===== config.mk =====
export PLATFORM = sky130hd
export DESIGN_NAME = alu_ctrl_flat
export DESIGN_NICKNAME = d
export VERILOG_FILES = /design/src/rtl/alu_ctrl_pkg.sv /design/src/rtl/alu_ctrl_if.sv /design/src/rtl/alu_ctrl_regfile.sv /design/src/rtl/alu_ctrl.sv /design/src/flat_wrapper.sv
export SDC_FILE = /design/constraint.sdc
export NUM_CORES = 1
export LEC_CHECK = 0
export BUFFER_PORTS_ARGS = -buffer_cell sky130_fd_sc_hd__buf_2
export CORE_AREA = 2 2 84 86
export DETAILED_ROUTE_END_ITERATION = 8
export DIE_AREA = 0 0 86 88
export PLACE_DENSITY = 0.82
export SYNTH_ARGS = -nofsm -noshare
export SYNTH_HDL_FRONTEND = slang
export SYNTH_SLANG_ARGS = --single-unit

===== constraint.sdc =====
create_clock -name clk -period 2.3 [get_ports clk]
set_input_delay 0.46 -clock clk [delete_from_list [all_inputs] [get_ports clk]]
set_output_delay 0.46 -clock clk [all_outputs]
set_load 0.01 [all_outputs]

===== src/rtl/alu_ctrl_pkg.sv =====
// Shared types and encodings for the ALU control unit: widths, FSM state codes,
// ALU function selects and instruction-class codes.
package alu_ctrl_pkg;

    localparam int NREG = 4;
    localparam int DW   = 8;
    localparam int AW   = 8;

    typedef logic [2:0] state_t;

    localparam state_t S_IDLE      = 3'd0;
    localparam state_t S_FETCH     = 3'd1;
    localparam state_t S_DECODE    = 3'd2;
    localparam state_t S_EXEC      = 3'd3;
    localparam state_t S_FETCH_IMM = 3'd4;
    localparam state_t S_HALT      = 3'd5;

    localparam logic [2:0] ALU_PASS = 3'b000;
    localparam logic [2:0] ALU_AND  = 3'b001;
    localparam logic [2:0] ALU_OR   = 3'b010;
    localparam logic [2:0] ALU_ADD  = 3'b011;
    localparam logic [2:0] ALU_SUB  = 3'b100;
    localparam logic [2:0] ALU_NOT  = 3'b101;
    localparam logic [2:0] ALU_INC  = 3'b110;
    localparam logic [2:0] ALU_DEC  = 3'b111;

    localparam logic [1:0] CLS_LDI     = 2'b00;
    localparam logic [1:0] CLS_MOVTO   = 2'b01;
    localparam logic [1:0] CLS_MOVFROM = 2'b10;
    localparam logic [1:0] CLS_HALT    = 2'b11;

    // Bits [3:2] of an instruction carry no meaning, so they are never stored.
    typedef struct packed {
        logic       ctl;
        logic [2:0] func;
        logic [1:0] rs;
    } instr_t;

endpackage


===== src/rtl/alu_ctrl_if.sv =====
// Bus bundle between the control unit, program memory and the ALU.
interface alu_ctrl_if;
    import alu_ctrl_pkg::*;

    logic          instr_req;
    logic [AW-1:0] instr_addr;
    logic          instr_ack;
    logic [7:0]    instr_data;
    logic [DW-1:0] alu_a;
    logic [DW-1:0] alu_b;
    logic [2:0]    alu_sel;
    logic [DW-1:0] alu_y;

    modport master (
        output instr_req, instr_addr, alu_a, alu_b, alu_sel,
        input  instr_ack, instr_data, alu_y
    );

    modport slave (
        input  instr_req, instr_addr, alu_a, alu_b, alu_sel,
        output instr_ack, instr_data, alu_y
    );

endinterface


===== src/rtl/alu_ctrl_regfile.sv =====
// Scratch register file: NREG x DW, one synchronous write port, one async read port.
module alu_ctrl_regfile
    import alu_ctrl_pkg::*;
(
    input  logic          clk,
    input  logic          rst_n,
    input  logic          we_i,
    input  logic [1:0]    waddr_i,
    input  logic [DW-1:0] wdata_i,
    input  logic [1:0]    raddr_i,
    output logic [DW-1:0] rdata_o
);

    logic [DW-1:0] regs_q [NREG];

    // Register storage with async clear.
    always_ff @(posedge clk or negedge rst_n) begin
        if (!rst_n) begin
            for (int i = 0; i < NREG; i++) begin
                regs_q[i] <= {DW{1'b0}};
            end
        end else if (we_i) begin
            regs_q[waddr_i] <= wdata_i;
        end else begin
            regs_q <= regs_q;
        end
    end

    assign rdata_o = regs_q[raddr_i];

endmodule


===== src/rtl/alu_ctrl.sv =====
// Multi-cycle control unit: fetches byte instructions over req/ack, drives the
// external ALU with registered operands and writes results back to an accumulator.
module alu_ctrl
    import alu_ctrl_pkg::*;
(
    input  logic          clk,
    input  logic          rst_n,
    alu_ctrl_if.master    bus,
    output logic [DW-1:0] acc_o,
    output logic          zero_o,
    output logic          halted_o
);

    state_t        state_q, state_d;
    logic [AW-1:0] pc_q, pc_d;
    instr_t        ir_q, ir_d;
    logic [DW-1:0] acc_q, acc_d;
    logic          zero_q, zero_d;
    logic          halted_q, halted_d;
    logic [DW-1:0] alu_a_q, alu_a_d;
    logic [DW-1:0] alu_b_q, alu_b_d;
    logic [2:0]    alu_sel_q, alu_sel_d;

    logic          rf_we_s;
    logic [DW-1:0] rf_wdata_s;
    logic [DW-1:0] rf_rdata_s;
    logic          ack_s;

    alu_ctrl_regfile u_regfile (
        .clk     (clk),
        .rst_n   (rst_n),
        .we_i    (rf_we_s),
        .waddr_i (ir_q.rs),
        .wdata_i (rf_wdata_s),
        .raddr_i (ir_q.rs),
        .rdata_o (rf_rdata_s)
    );

    // Ack only counts while a fetch is outstanding; req is a pure state decode.
    assign bus.instr_req  = (state_q == S_FETCH) || (state_q == S_FETCH_IMM);
    assign ack_s          = bus.instr_req && bus.instr_ack;
    assign bus.instr_addr = pc_q;
    assign bus.alu_a      = alu_a_q;
    assign bus.alu_b      = alu_b_q;
    assign bus.alu_sel    = alu_sel_q;
    assign acc_o          = acc_q;
    assign zero_o         = zero_q;
    assign halted_o       = halted_q;

    // Next-state and datapath update logic.
    always_comb begin
        state_d    = state_q;
        pc_d       = pc_q;
        ir_d       = ir_q;
        acc_d      = acc_q;
        zero_d     = zero_q;
        halted_d   = halted_q;
        alu_a_d    = alu_a_q;
        alu_b_d    = alu_b_q;
        alu_sel_d  = alu_sel_q;
        rf_we_s    = 1'b0;
        rf_wdata_s = acc_q;
        case (state_q)
            S_IDLE: state_d = S_FETCH;
            S_FETCH: begin
                if (ack_s) begin
                    ir_d    = '{ctl: bus.instr_data[7], func: bus.instr_data[6:4],
                                rs: bus.instr_data[1:0]};
                    pc_d    = pc_q + 8'd1;
                    state_d = S_DECODE;
                end else begin
                    state_d = S_FETCH;
                end
            end
            S_DECODE: begin
                if (!ir_q.ctl) begin
                    alu_a_d   = acc_q;
                    alu_b_d   = rf_rdata_s;
                    alu_sel_d = ir_q.func;
                    state_d   = S_EXEC;
                end else begin
                    case (ir_q.func[2:1])
                        CLS_LDI: state_d = S_FETCH_IMM;
                        CLS_MOVTO: begin
                            rf_we_s = 1'b1;
                            state_d = S_FETCH;
                        end
                        CLS_MOVFROM: begin
                            acc_d   = rf_rdata_s;
                            state_d = S_FETCH;
                        end
                        CLS_HALT: begin
                            halted_d = 1'b1;
                            state_d  = S_HALT;
                        end
                        default: state_d = S_FETCH;
                    endcase
                end
            end
            S_EXEC: begin
                acc_d   = bus.alu_y;
                zero_d  = (bus.alu_y == 8'h00);
                state_d = S_FETCH;
            end
            S_FETCH_IMM: begin
                if (ack_s) begin
                    rf_we_s    = 1'b1;
                    rf_wdata_s = bus.instr_data;
                    pc_d       = pc_q + 8'd1;
                    state_d    = S_FETCH;
                end else begin
                    state_d = S_FETCH_IMM;
                end
            end
            S_HALT:  state_d = S_HALT;
            default: state_d = S_IDLE;
        endcase
    end

    // State and datapath registers.
    always_ff @(posedge clk or negedge rst_n) begin
        if (!rst_n) begin
            state_q   <= S_IDLE;
            pc_q      <= 8'h00;
            ir_q      <= '{ctl: 1'b0, func: 3'b000, rs: 2'b00};
            acc_q     <= 8'h00;
            zero_q    <= 1'b0;
            halted_q  <= 1'b0;
            alu_a_q   <= 8'h00;
            alu_b_q   <= 8'h00;
            alu_sel_q <= ALU_PASS;
        end else begin
            state_q   <= state_d;
            pc_q      <= pc_d;
            ir_q      <= ir_d;
            acc_q     <= acc_d;
            zero_q    <= zero_d;
            halted_q  <= halted_d;
            alu_a_q   <= alu_a_d;
            alu_b_q   <= alu_b_d;
            alu_sel_q <= alu_sel_d;
        end
    end

endmodule


===== src/flat_wrapper.sv =====
// flat-port wrapper written by rule: the top's interface ports become plain ports
module alu_ctrl_flat import alu_ctrl_pkg::*;
  (clk, rst_n, acc_o, zero_o, halted_o, bus_instr_req, bus_instr_addr, bus_alu_a, bus_alu_b, bus_alu_sel, bus_instr_ack, bus_instr_data, bus_alu_y);
  alu_ctrl_if bus_i ();
  input  logic clk;
  input  logic rst_n;
  output logic [DW-1:0] acc_o;
  output logic zero_o;
  output logic halted_o;
  output wire logic [$bits(bus_i.instr_req)-1:0] bus_instr_req;
  output wire logic [$bits(bus_i.instr_addr)-1:0] bus_instr_addr;
  output wire logic [$bits(bus_i.alu_a)-1:0] bus_alu_a;
  output wire logic [$bits(bus_i.alu_b)-1:0] bus_alu_b;
  output wire logic [$bits(bus_i.alu_sel)-1:0] bus_alu_sel;
  input wire logic [$bits(bus_i.instr_ack)-1:0] bus_instr_ack;
  input wire logic [$bits(bus_i.instr_data)-1:0] bus_instr_data;
  input wire logic [$bits(bus_i.alu_y)-1:0] bus_alu_y;
  assign bus_instr_req = bus_i.instr_req;
  assign bus_instr_addr = bus_i.instr_addr;
  assign bus_alu_a = bus_i.alu_a;
  assign bus_alu_b = bus_i.alu_b;
  assign bus_alu_sel = bus_i.alu_sel;
  assign bus_i.instr_ack = bus_instr_ack;
  assign bus_i.instr_data = bus_instr_data;
  assign bus_i.alu_y = bus_alu_y;
  alu_ctrl u_core (.clk(clk), .rst_n(rst_n), .bus(bus_i), .acc_o(acc_o), .zero_o(zero_o), .halted_o(halted_o));
endmodule

; Yosys cells after proc, flatten, opt, wreduce, memory -nomap -nowiden
; Cells that the tools add are included.
[totals]
register_bits = 78
inputBits = 19
out_inout_bits = 38
word_cells = 65
[op_classes]
addsub = 1
magnitude_cmp = 2
n_eq_ne = 10
muxes = 20
n_bitwise = 2
n_reduce_logical = 15
[op_table]
columns = cell, n
row1 = 8-bit 2-to-1 mux, 7
row2 = 32-bit bitwise mux, 1
row3 = 8-bit binary-select mux with 2-bit select, 1
row4 = 8-bit demux with 2-bit select, 1
row5 = 8-bit one-hot mux with 2 select lines, 1
row6 = 3-bit one-hot mux with 5 select lines, 1
row7 = 3-bit one-hot mux with 3 select lines, 1
row8 = 8-bit by 1-bit adder with 8-bit output (second input constant), 1
row9 = 8-bit logical NOT, 1
row10 = 3-bit by 2-bit equality test with 1-bit output (second input constant), 2
row11 = 3-bit equality test (second input constant), 2
row12 = 3-bit 2-to-1 mux, 2
row13 = 2-bit AND reduction, 3
row14 = 3-bit AND reduction, 2
row15 = 2-bit OR reduction, 3
row16 = 2-bit equality test (second input constant), 2
row17 = 2-bit by 1-bit != test with 1-bit output (second input constant), 2
row18 = 3-bit by 1-bit equality test with 1-bit output (second input constant), 1
row19 = 3-bit greater-or-equal comparator (second input constant), 1
row20 = 3-bit logical NOT, 1
row21 = 3-bit by 1-bit less-than comparator with 1-bit output (second input constant), 1
row22 = 1-bit 2-to-1 mux, 3
row23 = 2-bit NOT with 3-bit output, 1
row24 = 2-bit by 1-bit equality test with 1-bit output (second input constant), 1
row25 = 7 further kinds, 8

; Longest topological paths before layout
; Gate-level depths: netlist of run 1.
[depth]
word_depth = 7
depth_mapped = 5
ltp_nobuf = 5

; Cells and area by module
; Synthesis of run 1 repeated with hierarchy kept, for this count alone.
[hier_totals]
hier_cells = 232
hier_area_um2 = 3598.5
[modules_own_cells]
columns = module, n_inst, cells_per_inst, area_each_um2, seq_area_each_um2
row1 = alu_ctrl, 1, 154, 2197.1, 1151.1
row2 = alu_ctrl_regfile, 1, 78, 1401.3, 800.8

; Worst setup path after synthesis of run 1
; No wires, ideal clock.
[synth_path]
path_kind = reg-to-reg
from = register u_core.ir_q[4] (netlist bit)
to = register u_core.u_regfile.regs_q[0] (netlist bit)
setup_time_ns = 0.125
t_arrival_ns = 1.797
required_time_ns = 2.175
setup_slack_ns = 0.379
stages_incl_launch_ff = 6
n_path_buf = 0
synth_period_minus_slack_ns = 1.921
path_cell_list = dfrtp_1 > inv_1 > ha_1 > nand4b_4 > a2111oi_4 > mux2_2
[synth_between]
elab_chain_len = 4
[synth_lines]
columns = element, line
row1 = start: declaration, alu_ctrl.sv:16  ; instr_t ir_q, ir_d;
row2 = start signal: assignment, alu_ctrl.sv:125  ; ir_q <= '{ctl: 1'b0, func: 3'b000, rs: 2'b00};
row3 = start signal: assignment, alu_ctrl.sv:135  ; ir_q <= ir_d;
row4 = 2-bit by 1-bit equality test with 1-bit output, alu_ctrl.sv:82  ; case (ir_q.func[2:1])
row5 = 1-bit 2-to-1 mux, alu_ctrl.sv:82
row6 = 1-bit 2-to-1 mux, alu_ctrl.sv:76  ; if (!ir_q.ctl) begin
row7 = 1-bit one-hot mux with 2 select lines, alu_ctrl.sv:63  ; case (state_q)
row8 = end signal: indexed assignment, alu_ctrl_regfile.sv:20  ; regs_q[i] <= {DW{1'b0}};
row9 = end signal: indexed assignment, alu_ctrl_regfile.sv:23  ; regs_q[waddr_i] <= wdata_i;
row10 = end signal: assignment, alu_ctrl_regfile.sv:25  ; regs_q <= regs_q;
row11 = end: declaration, alu_ctrl_regfile.sv:14  ; logic [DW-1:0] regs_q [NREG];
; No other way between the ends.
; A chain may end at the register's enable or synchronous reset.

; Worst setup path after layout of run 1
[layout_path]
from = register u_core.ir_q[4] (netlist bit)
to = register u_core.u_regfile.regs_q[16] (netlist bit)
; Same word-level chain as after synthesis.

==> summary.txt, run 1 <==
Layout
  – Commonest non-fill, non-tap cell in the layout: dfrtp_1
  – Area Overhead vs Synth: 18.4%
  – Nets: 332
  – Layout Cells excl Fill: 393
  – Layout cells sized above 1: 55.6%
  – Antenna cells: 0
  – Most frequent cells in the layout: dfrtp_1, mux2_2, buf_2

Logic synthesis
  – Synth Area per Inst: 15.2 µm²
  – Most used DFF post-synth: dfrtp_1
  – Synth Net Count: 261
  – Post-Syn Instances: 237
  – Yosys cell types: 35
  – Seq/Total Area, Yosys: 54.1%
  – Post-synthesis compound-gate area fraction: 6.52%
  – Multiplexer share of the synthesized area: 25.6%
  – Yosys reg bits: 78
  – Post-Synth Simple-Gate Area: 7.25%
  – Synth Area in XOR/XNOR: 1.94%
  – Largest family of logic cells by synthesized area: multiplexers
  – Synth warnings: 0
  – Synth async-reset ratio: 100%
  – Number of synthesized flops with an enable pin: 0
  – Adder-Cell Fraction of Synth Area: 1.73%
  – Mapped cell area: 3610 µm²

Clock network
  – CTS tree: yes
  – CTS root buf: clkbuf_8
  – Worst-Skew Late Latency: 0.36 ns
  – Clk pin slew, worst setup/hold paths: 0.08 ns
  – Number of H-tree levels: 3
  – CTS sink count: 78
  – Number of setup buffers added after CTS: 0
  – CTS buffer count: 9
  – CTS Hold Bufs: 0
  – Maximum clock insertion buffer count: 2

STA
  – Setup Viol. Count Final: 0
  – Endpoints failing hold: 0
  – Shortest period the worst path allows: 2.07 ns
  – Slew headroom: 70.0%
  – Worst slew pin tran: 0.450 ns
  – Total negative slack: 0 ns
  – RSZ-0062 raised after global routing: false
  – Max Slew Vio Count: 0
  – Fin crit share: 89.8%
  – Clk_skew: 0.0127 ns
  – FMAX: 484 MHz

GRT
  – Antenna violations before repair: 0
  – Total GRT Usage: 20.7%
  – Vias in the first global route: 2330
  – Largest net degree at the start of global routing: 53
  – First-pass GRT wire length: 11800 µm
  – Total grt overflow: 0

Detailed routing
  – Initial DRC count: 84
  – Vias per inst: 5.80
  – Routed len/inst: 18.5 µm
  – Routed WL: 7260 µm
  – Vias: 2278
  – DRT Pass-1 Iters: 4
  – Routed Antenna Nets: 0
  – Residual DRC: 0

Floorplan
  – FP Rows: 30
  – CORE AREA: 6640 µm²
  – DIE WIDTH: 86 µm
  – Die H: 88 µm
  – # IOs: 57
  – Die Area: 7570 µm²
  – Initial Util: 54.3%

Pwr
  – Max IR drop VDD: 418 µV
  – Leakage power: 2.12 nW
  – Total power: 5.73 mW
  – Power Density: 1340 nW/µm²

Setup path
  – Worst Setup Path Type: register to register
  – Reg2Reg Setup Slack: 0.23 ns
  – Critical path data arrival time: 2.30 ns
  – Startpoint Class: register
  – R2R depth: 6
  – Critical-path cell list: inv_1 > ha_1 > nand4b_4 > a2111oi_4 > buf_4 > mux2_2
  – Crit end category: register
  – CP max-delay cell: a2111oi_4
  – Worst-path fanout max: 6
  – Peak per-stage delay on the critical path: 0.47 ns
  – Crit path required time: 2.54 ns

Placed design
  – Port Buffers: 56
  – HPWL after DPL: 5240 µm
  – Gpl congestion: 0.812
  – Inst Count DP: 377

Flow run
  – Max-cap violations: 0

Worst hold path
  – Hold WC Path Type: input pin to async pin

Status
  – Status: finished clean
## layout make-up
class,count,area [µm²]
fillers,480,2370
flip-flops and latches,78,1950
multi-input cells,141,1570
repair buffers,70,400
clock buffers,9,124
well taps,80,100
clock inverters,7,97.6
inverters,8,30.0
## Yosys cell counts, types with 3 or more instances
library cell  count  share of area (%)
a2111oi_4         4                3.1
a221o_1           8                2.2
and3_1            8                1.4
buf_2             3               0.42
buf_6             3               0.94
dfrtp_1          78                 54
ha_1              5                1.7
inv_1             8               0.83
mux2_2           66                 21
mux4_2            8                5.0
nand3_1           5               0.69
nor3_1            4               0.56
xor2_1            7                1.7
## worst max-delay path, delay by kind of cell, from the launching register on
family                     cells  cell delay [ns]
AOI/OAI and AO/OA              1             0.47
adders and majority gates      1             0.19
buffers and inverters          2             0.33
DFF                            1             0.42
muxes                          1             0.35
and+or+nand+nor                1             0.19
## layer usage
layer	track usage [%]	up-vias	wire (µm)
met5	0	-	0
met4	8.37	0	116
met3	5.00	10	289
met2	33.8	64	3620
met1	26.8	1173	3230
li1	-	1031	-
## repair_timing
| action | 4_1_cts | 5_1_grt |
|---|---|---|
| resized for setup | 0 | 1 |
| setup endpoints to repair | 0 | 1 |
| hold endpoints to repair | 0 | 0 |
## final timing paths
kind                                                      endpoint                         from
min                                    u_core.state_q[1]$_DFF_PN0_                        rst_n
min in group clk                        u_core.ir_q[1]$_DFFE_PN0P_            bus_instr_data[1]
max in group asynchronous  u_core.u_regfile.regs_q[20]$_DFFE_PN0P_                        rst_n
max reg2reg                u_core.u_regfile.regs_q[16]$_DFFE_PN0P_   u_core.ir_q[4]$_DFFE_PN0P_
min reg2reg                            u_core.halted_o$_DFFE_PN0P_  u_core.halted_o$_DFFE_PN0P_
max                        u_core.u_regfile.regs_q[16]$_DFFE_PN0P_   u_core.ir_q[4]$_DFFE_PN0P_
## sequential cells by signal (all words and copies together), names as in the netlist
| register | count |
|---|---|
| u_core.bus.alu_a | 8 |
| u_core.bus.alu_sel | 3 |
| u_core.u_regfile.regs_q | 32 |
| u_core.ir_q | 6 |
| u_core.state_q | 3 |
| u_core.acc_o | 8 |
| u_core.halted_o | 1 |
| u_core.bus.alu_b | 8 |
| u_core.zero_o | 1 |
| u_core.bus.instr_addr | 8 |
## power breakdown
group	total (mW)	switching, mW	internal (mW)	leakage (nW)
clock	1.13	0.520	0.614	0.106
combinational	2.14	1.01	1.13	0.986
sequential	2.45	0.501	1.95	1.03
## metrics by stage
step / hold WS (ns) / util (%) / worst slack (ns) / cell area (µm²)
final: 0.0170 / 64.3 / 0.235 / 4270
after global routing: 0.0276 / 64.3 / 0.132 / 4270
after detailed placement: 0.404 / 60.8 / 0.256 / 4040
after CTS: 0.0252 / 64.2 / 0.139 / 4260
after floorplan: 0.164 / - / 0.379 / 3610
after global placement: 0.404 / 60.8 / 0.309 / 4040
## kinds of logic (layout without fill, tap and decap cells)
group                      after synthesis  in the layout
DFF                                     78             78
AOI/OAI and AO/OA                       18             18
xor gates and xnor gates                 8              8
and+or+nand+nor                         36             36
buffers and inverters                   18             94
muxes                                   74             74
adders and majority gates                5              5
(Power assumes the default switching activity.)
==> run 2, diff against run 1 <==
--- a/config.mk
+++ b/config.mk
@@ -6,10 +6,10 @@
 export NUM_CORES = 1
 export LEC_CHECK = 0
 export BUFFER_PORTS_ARGS = -buffer_cell sky130_fd_sc_hd__buf_2
-export CORE_AREA = 2 2 84 86
+export CORE_AREA = 2 2 88 90
 export DETAILED_ROUTE_END_ITERATION = 8
-export DIE_AREA = 0 0 86 88
-export PLACE_DENSITY = 0.82
+export DIE_AREA = 0 0 90 92
+export PLACE_DENSITY = 0.79
 export SYNTH_ARGS = -nofsm -noshare
 export SYNTH_HDL_FRONTEND = slang
 export SYNTH_SLANG_ARGS = --single-unit
==> constraint.sdc (replaced) <==
create_clock -name clk -period 1.8 [get_ports clk]
set_input_delay 0.36 -clock clk [delete_from_list [all_inputs] [get_ports clk]]
set_output_delay 0.36 -clock clk [all_outputs]
set_load 0.01 [all_outputs]
==> run 2 against run 1 <==
Compared with the run above: the run now ends with negative setup slack left; count of clock-buffer cells in the layout increased by 1; first-iteration DRC count increased by 55%; critical path type unchanged; global-route usage increased by 0.32 points.
==> summary.txt, run 2 (synthesis gave the netlist of run 1 again) <==
Layout
  – Nets: 353 (+6.3%)
  – Commonest non-fill, non-tap cell in the layout: dfrtp_1
  – Top reg by flops: u_core.u_regfile.regs_q
  – Most frequent cells in the layout: dfrtp_1, buf_2, mux2_2
  – Max reg flops: 32 (unchanged)
  – Layout Cells excl Fill: 436 (+11%)
  – Layout cells sized above 1: 58.7% (+3.1 points)
  – Antenna cells: 0 (unchanged)
  – Area Overhead vs Synth: 28.1%

Setup path
  – WP buf/inv: 2 (unchanged)
  – Startpoint Class: register
  – R2R Path Start: u_core.ir_q[4]$_DFFE_PN0P_
  – Peak per-stage delay on the critical path: 0.41 ns (-0.06 ns)
  – Crit path required time: 2.04 ns (-0.50 ns)
  – Delay-heaviest family, CP: compound AO/OA/AOI/OAI gates
  – Critical-path cell list: inv_2 > ha_4 > nand4b_4 > a2111oi_4 > buf_6 > mux2_4
  – Worst-path fanout max: 6 (unchanged)
  – Critical path data arrival time: 2.07 ns (-0.23 ns)
  – Crit end category: register
  – Critical path launch point: u_core.ir_q[4]$_DFFE_PN0P_
  – CP max-delay cell: a2111oi_4
  – Worst Setup Path Type: register to register

Pwr
  – Sw Share: 35.7% (+0.30 points)
  – Clock network power share: 17.0% (-2.8 points)
  – Leakage power: 2.26 nW (+6.9%)
  – Psw: 2.77 mW (+37%)
  – Power Density: 1680 nW/µm² (+25%)
  – Max IR drop VDD: 543 µV (+30%)
  – Sequential power share: 40.0% (-2.8 points)
  – Power Internal: 4.98 mW (+35%)
  – Comb pwr share: 43.0% (+5.6 points)
  – Total power: 7.76 mW (+35%)

Detailed routing
  – DRT Pass-1 Iters: 4 (unchanged)
  – Routed len/inst: 18.7 µm (+0.96%)
  – Vias per inst: 5.52 (-4.7%)
  – Vias: 2408 (+5.7%)
  – Routed WL: 8130 µm (+12%)
  – Routed Antenna Nets: 0 (unchanged)
  – Residual DRC: 0 (unchanged)
  – Initial DRC count: 130 (+55%)

Placed design
  – HPWL after DPL: 5710 µm (+9.0%)
  – Port Buffers: 56 (unchanged)
  – Gpl congestion: 0.811 (about the same)
  – Inst Count DP: 416 (+10%)

STA
  – Fin worst setup slack: -0.0321 ns (-0.267 ns)
  – Clk_skew: 0.0117 ns (-0.000941 ns)
  – Slew headroom: 75.0% (+5.0 points)
  – Endpoints failing hold: 0 (unchanged)
  – Worst slew pin tran: 0.375 ns (-0.0754 ns)
  – Setup Viol. Count Final: 17 (+17)
  – Fin crit share: 102% (+12 points)
  – Shortest period the worst path allows: 1.83 ns (-0.233 ns)
  – Max Slew Vio Count: 0 (unchanged)
  – FMAX: 546 MHz (+13%)
  – RSZ-0062 raised after global routing: true

Status
  – Status: finished, violations left
  – Failing checks: negative setup slack

GRT
  – Total grt overflow: 0 (unchanged)
  – First-pass GRT wire length: 13400 µm (+14%)
  – Largest net degree at the start of global routing: 36 (-32%)
  – Total GRT Usage: 21.0% (+0.32 points)
  – Antenna violations before repair: 0 (unchanged)
  – Vias in the first global route: 2563 (+10%)

Worst hold path
  – Hold WC Path Type: input pin to register
  – Hold_sp: bus_alu_y[0]

Clock network
  – CTS root buf: clkbuf_8
  – CTS sink count: 78 (unchanged)
  – Number of H-tree levels: 3 (unchanged)
  – Maximum clock insertion buffer count: 2 (unchanged)
  – CTS buffer count: 9 (unchanged)
  – Clk pin slew, worst setup/hold paths: 0.09 ns (about the same)
  – CTS tree: yes
  – Worst-Skew Late Latency: 0.36 ns (about the same)

Flow run
  – Max-cap violations: 0 (unchanged)

Floorplan
  – # IOs: 57 (unchanged)
  – Initial Util: 48.4% (-5.9 points)
  – CORE AREA: 7450 µm² (+12%)
  – Die Area: 8280 µm² (+9.4%)
  – FP Rows: 32 (+6.7%)
  – DIE WIDTH: 90 µm (+4.7%)
  – Die H: 92 µm (+4.5%)
run 2: metal layers:
layer | vias up | GRT usage [%] | part of all wire (%) | wire length (µm)
met5 | - | 0 | 0 | 0
met4 | 0 | 11.4 | 3.1 | 254
met3 | 27 | 4.52 | 4.5 | 370
met2 | 86 | 33.9 | 49 | 3980
met1 | 1219 | 26.7 | 43 | 3530
li1 | 1076 | - | - | -
run 2: timing repair:
action,CTS,global route
setup endpoints to repair,33,52
hold buffers,1,0
pin swaps,3,4
endpoints found under the hold margin,26,0
setup buffers,4,0
gates resized for setup,40,3
gates cloned,0,0
run 2: path summary, 6_finish.rpt:
kind,to,slack (ns),depth (start not counted)
setup reg to reg,u_core.u_regfile.regs_q[15]$_DFFE_PN0P_,-0.03,6
min in group asynchronous,u_core.bus.alu_a[2]$_DFFE_PN0P_,0.45,2
hold / removal,u_core.acc_o[0]$_DFFE_PN0P_,0.24,2
setup / recovery,u_core.u_regfile.regs_q[15]$_DFFE_PN0P_,-0.03,6
hold reg to reg,u_core.bus.instr_addr[7]$_DFFE_PN0P_,0.46,1
max in group asynchronous,u_core.state_q[2]$_DFF_PN0_,0.75,3
run 2: final cells by class:
| class | count | area, µm² |
|---|---|---|
| well taps | 102 | 128 |
| flip-flops and latches | 78 | 1950 |
| clock inverters | 6 | 70.1 |
| clock buffers | 10 | 128 |
| fillers | 541 | 2830 |
| inverters | 8 | 30.0 |
| repair buffers | 91 | 604 |
| multi-input cells | 141 | 1710 |
run 2: stage by stage:
step / hold slack [ns] / utilization [%] / area (µm²) / TNS, ns / worst slack [ns]
3_5_place_dp: 0.312 / 56.7 / 4220 / -2.22 / -0.113
6_report: 0.242 / 62.0 / 4620 / -0.250 / -0.0321
5_1_grt: 0.223 / 62.0 / 4620 / -2.85 / -0.126
3_3_place_gp: 0.300 / 56.7 / 4220 / -0.310 / -0.0249
4_1_cts: 0.225 / 61.9 / 4610 / -0.988 / -0.0798
2_1_floorplan: 0.0644 / - / 3610 / -2.11 / -0.0660
run 2: power groups by stage:
stage	registers (mW)	logic (mW)	clock network, mW
final	3.11	3.33	1.32
after global routing	3.19	3.59	1.43
after CTS	3.07	3.35	1.34
after detailed placement	3.09	3.04	0
after global placement	3.04	2.93	0
after floorplan	3.11	1.77	0
==> run 3, diff against run 2 <==
--- a/config.mk
+++ b/config.mk
@@ -6,9 +6,9 @@
 export NUM_CORES = 1
 export LEC_CHECK = 0
 export BUFFER_PORTS_ARGS = -buffer_cell sky130_fd_sc_hd__buf_2
-export CORE_AREA = 2 2 88 90
+export CORE_AREA = 3 3 89 91
 export DETAILED_ROUTE_END_ITERATION = 8
-export DIE_AREA = 0 0 90 92
+export DIE_AREA = 0 0 92 94
 export PLACE_DENSITY = 0.79
 export SYNTH_ARGS = -nofsm -noshare
 export SYNTH_HDL_FRONTEND = slang
==> run 3 against run 2 <==
Compared with the run above: via count rose by 0.66%; count of clock-buffer cells in the layout rose by 1; sequential share of layout area fell by 0.46 points; cell count fell by 0.69%; the flow still finishes with violations (negative setup slack); highest routed layer unchanged; final area rose by 1.2%; first-iteration DRC count fell by 23%.
==> summary.txt, run 3 (synthesis gave the netlist of run 1 again) <==
Setup path
  – Crit path required time: 2.04 ns (about the same)
  – Startpoint Class: register
  – Worst-path fanout max: 8 (+2)
  – Peak per-stage delay on the critical path: 0.40 ns (about the same)
  – WP buf/inv: 3 (+1)
  – Critical path data arrival time: 2.15 ns (+0.08 ns)
  – Crit end category: register
  – Most used cell, CP: buf_6
  – Critical-path cell list: inv_2 > ha_4 > nand4b_4 > buf_6 > a2111oi_4 > buf_6 > mux2_4
  – Delay-heaviest family, CP: buffers and inverters
  – CP max-delay cell: dfrtp_1
  – Worst Setup Path Type: register to register

STA
  – Fin crit share: 106% (+4.6 points)
  – Shortest period the worst path allows: 1.91 ns (+0.0822 ns)
  – FMAX: 522 MHz (-4.3%)
  – Worst slew pin tran: 0.396 ns (+0.0212 ns)
  – Endpoints failing hold: 0 (unchanged)
  – Worst hold slack: 0.256 ns (+0.0139 ns)
  – RSZ-0062 raised after global routing: true
  – Max Slew Vio Count: 0 (unchanged)
  – Fin worst setup slack: -0.114 ns (-0.0822 ns)
  – Clk_skew: 0.00873 ns (-0.00300 ns)
  – Total negative slack: -1.85 ns (-1.60 ns)
  – Setup Viol. Count Final: 28 (+11)
  – Slew headroom: 73.6% (-1.4 points)

Floorplan
  – # IOs: 57 (unchanged)
  – DIE WIDTH: 92 µm (+2.2%)
  – Die Area: 8650 µm² (+4.4%)
  – CORE AREA: 7210 µm² (-3.1%)
  – FP Rows: 31 (-3.1%)
  – Die H: 94 µm (+2.2%)
  – Initial Util: 50.0% (+1.6 points)

GRT
  – First-pass GRT wire length: 13000 µm (-3.0%)
  – Largest net degree at the start of global routing: 34 (-5.6%)
  – Vias in the first global route: 2491 (-2.8%)
  – Antenna violations before repair: 0 (unchanged)
  – Total GRT Usage: 19.7% (-1.3 points)
  – Total grt overflow: 0 (unchanged)

Layout
  – Antenna cells: 0 (unchanged)
  – Nets: 353 (unchanged)
  – Layout cells sized above 1: 58.7% (unchanged)
  – Commonest non-fill, non-tap cell in the layout: dfrtp_1
  – Most frequent cells in the layout: dfrtp_1, buf_2, mux2_4
  – Top reg by flops: u_core.u_regfile.regs_q
  – Max reg flops: 32 (unchanged)
  – Final Cell Area: 4670 µm² (+1.2%)
  – Area Overhead vs Synth: 29.6%
  – Layout Cells excl Fill: 433 (-0.69%)
  – Filler Cell Count: 515 (-4.8%)
  – FF/Latch Area: 1950 µm² (about the same)
  – Area of the multi-input gates: 1760 µm² (+3.1%)

Placed design
  – Port Buffers: 56 (unchanged)
  – HPWL after DPL: 5380 µm (-5.7%)
  – Inst Count DP: 408 (-1.9%)
  – Placed cell area: 4180 µm² (-0.98%)
  – Gpl congestion: 0.847 (+4.4%)

Clock network
  – CTS root buf: clkbuf_8
  – Clk pin slew, worst setup/hold paths: 0.08 ns (about the same)
  – CTS buffer count: 9 (unchanged)
  – CTS sink count: 78 (unchanged)
  – Maximum clock insertion buffer count: 2 (unchanged)
  – Number of H-tree levels: 3 (unchanged)
  – CTS tree: yes
  – Worst-Skew Late Latency: 0.35 ns (about the same)

Detailed routing
  – Initial DRC count: 100 (-23%)
  – Residual DRC: 0 (unchanged)
  – DRT Pass-1 Iters: 4 (unchanged)
  – Routed Antenna Nets: 0 (unchanged)
  – Routed WL: 8350 µm (+2.7%)
  – Vias: 2424 (+0.66%)
  – Routed len/inst: 19.3 µm (+3.4%)
  – Vias per inst: 5.60 (+1.4%)

Status
  – Failing checks: negative setup slack
  – Status: finished, violations left

Flow run
  – Max-cap violations: 0 (unchanged)

Pwr
  – Power Density: 1690 nW/µm² (+0.39%)
  – Max IR drop VDD: 523 µV (-3.8%)
  – Leakage power: 2.29 nW (+1.3%)

Worst hold path
  – Hold WC Path Type: input pin to register
run 3: repair_timing:
item                       CTS  global route
hold endpoints to repair    28             0
cloned                       0             1
gates resized for setup     31            28
hold buffers                 1             0
buffers inserted             1             6
pin swaps                    0             4
setup endpoints to repair   33            47
run 3: metrics by stage:
stage          worst slack (ns)  utilization (%)  power, mW
5_1_grt                  -0.183             64.8       8.32
2_1_floorplan           -0.0660                -       4.89
6_report                 -0.114             64.8       7.88
3_3_place_gp            -0.0251             57.9       5.99
4_1_cts                 -0.0533             62.6       7.61
3_5_place_dp            -0.0663             57.9       6.08
run 3: worst register-to-register path: stages, from the launching register on:
cell and delay [ns]:
dfrtp_1 0.40, inv_2 0.08, ha_4 0.13, nand4b_4 0.15, buf_6 0.17, a2111oi_4 0.34, buf_6 0.21, mux2_4 0.32
run 3: cell type report:
cell class / count / share of cell area, %
sequential: 78 / 41.8
multi-input combinational: 141 / 37.6
timing repair buffer: 91 / 13.2
clock buffer: 11 / 2.81
tap: 99 / 2.65
clock inverter: 5 / 1.26
inverter: 8 / 0.643
run 3: worst paths after layout:
check,start,endpoint,slack [ns],depth (start not counted)
setup / recovery,u_core.ir_q[4]$_DFFE_PN0P_,u_core.u_regfile.regs_q[7]$_DFFE_PN0P_,-0.11,7
hold / removal,bus_instr_data[6],u_core.ir_q[4]$_DFFE_PN0P_,0.26,2
setup reg to reg,u_core.ir_q[4]$_DFFE_PN0P_,u_core.u_regfile.regs_q[7]$_DFFE_PN0P_,-0.11,7
hold reg to reg,u_core.halted_o$_DFFE_PN0P_,u_core.halted_o$_DFFE_PN0P_,0.46,1
max in group asynchronous,rst_n,u_core.bus.alu_a[4]$_DFFE_PN0P_,0.77,3
min in group asynchronous,rst_n,u_core.bus.instr_addr[7]$_DFFE_PN0P_,0.48,2
run 3: layer usage:
| metal | vias up | global-route usage (%) | part of all wire [%] |
|---|---|---|---|
| met2 | 73 | 32.3 | 49 |
| met4 | 0 | 9.90 | 3.2 |
| met1 | 1254 | 25.6 | 44 |
| met5 | - | 0 | 0 |
| met3 | 19 | 3.21 | 4.0 |
| li1 | 1078 | - | - |
run 3: where the power goes:
group	total, mW	internal, mW	switching (mW)
logic	3.51	1.94	1.56
registers	3.09	2.50	0.587
clock network	1.28	0.644	0.636
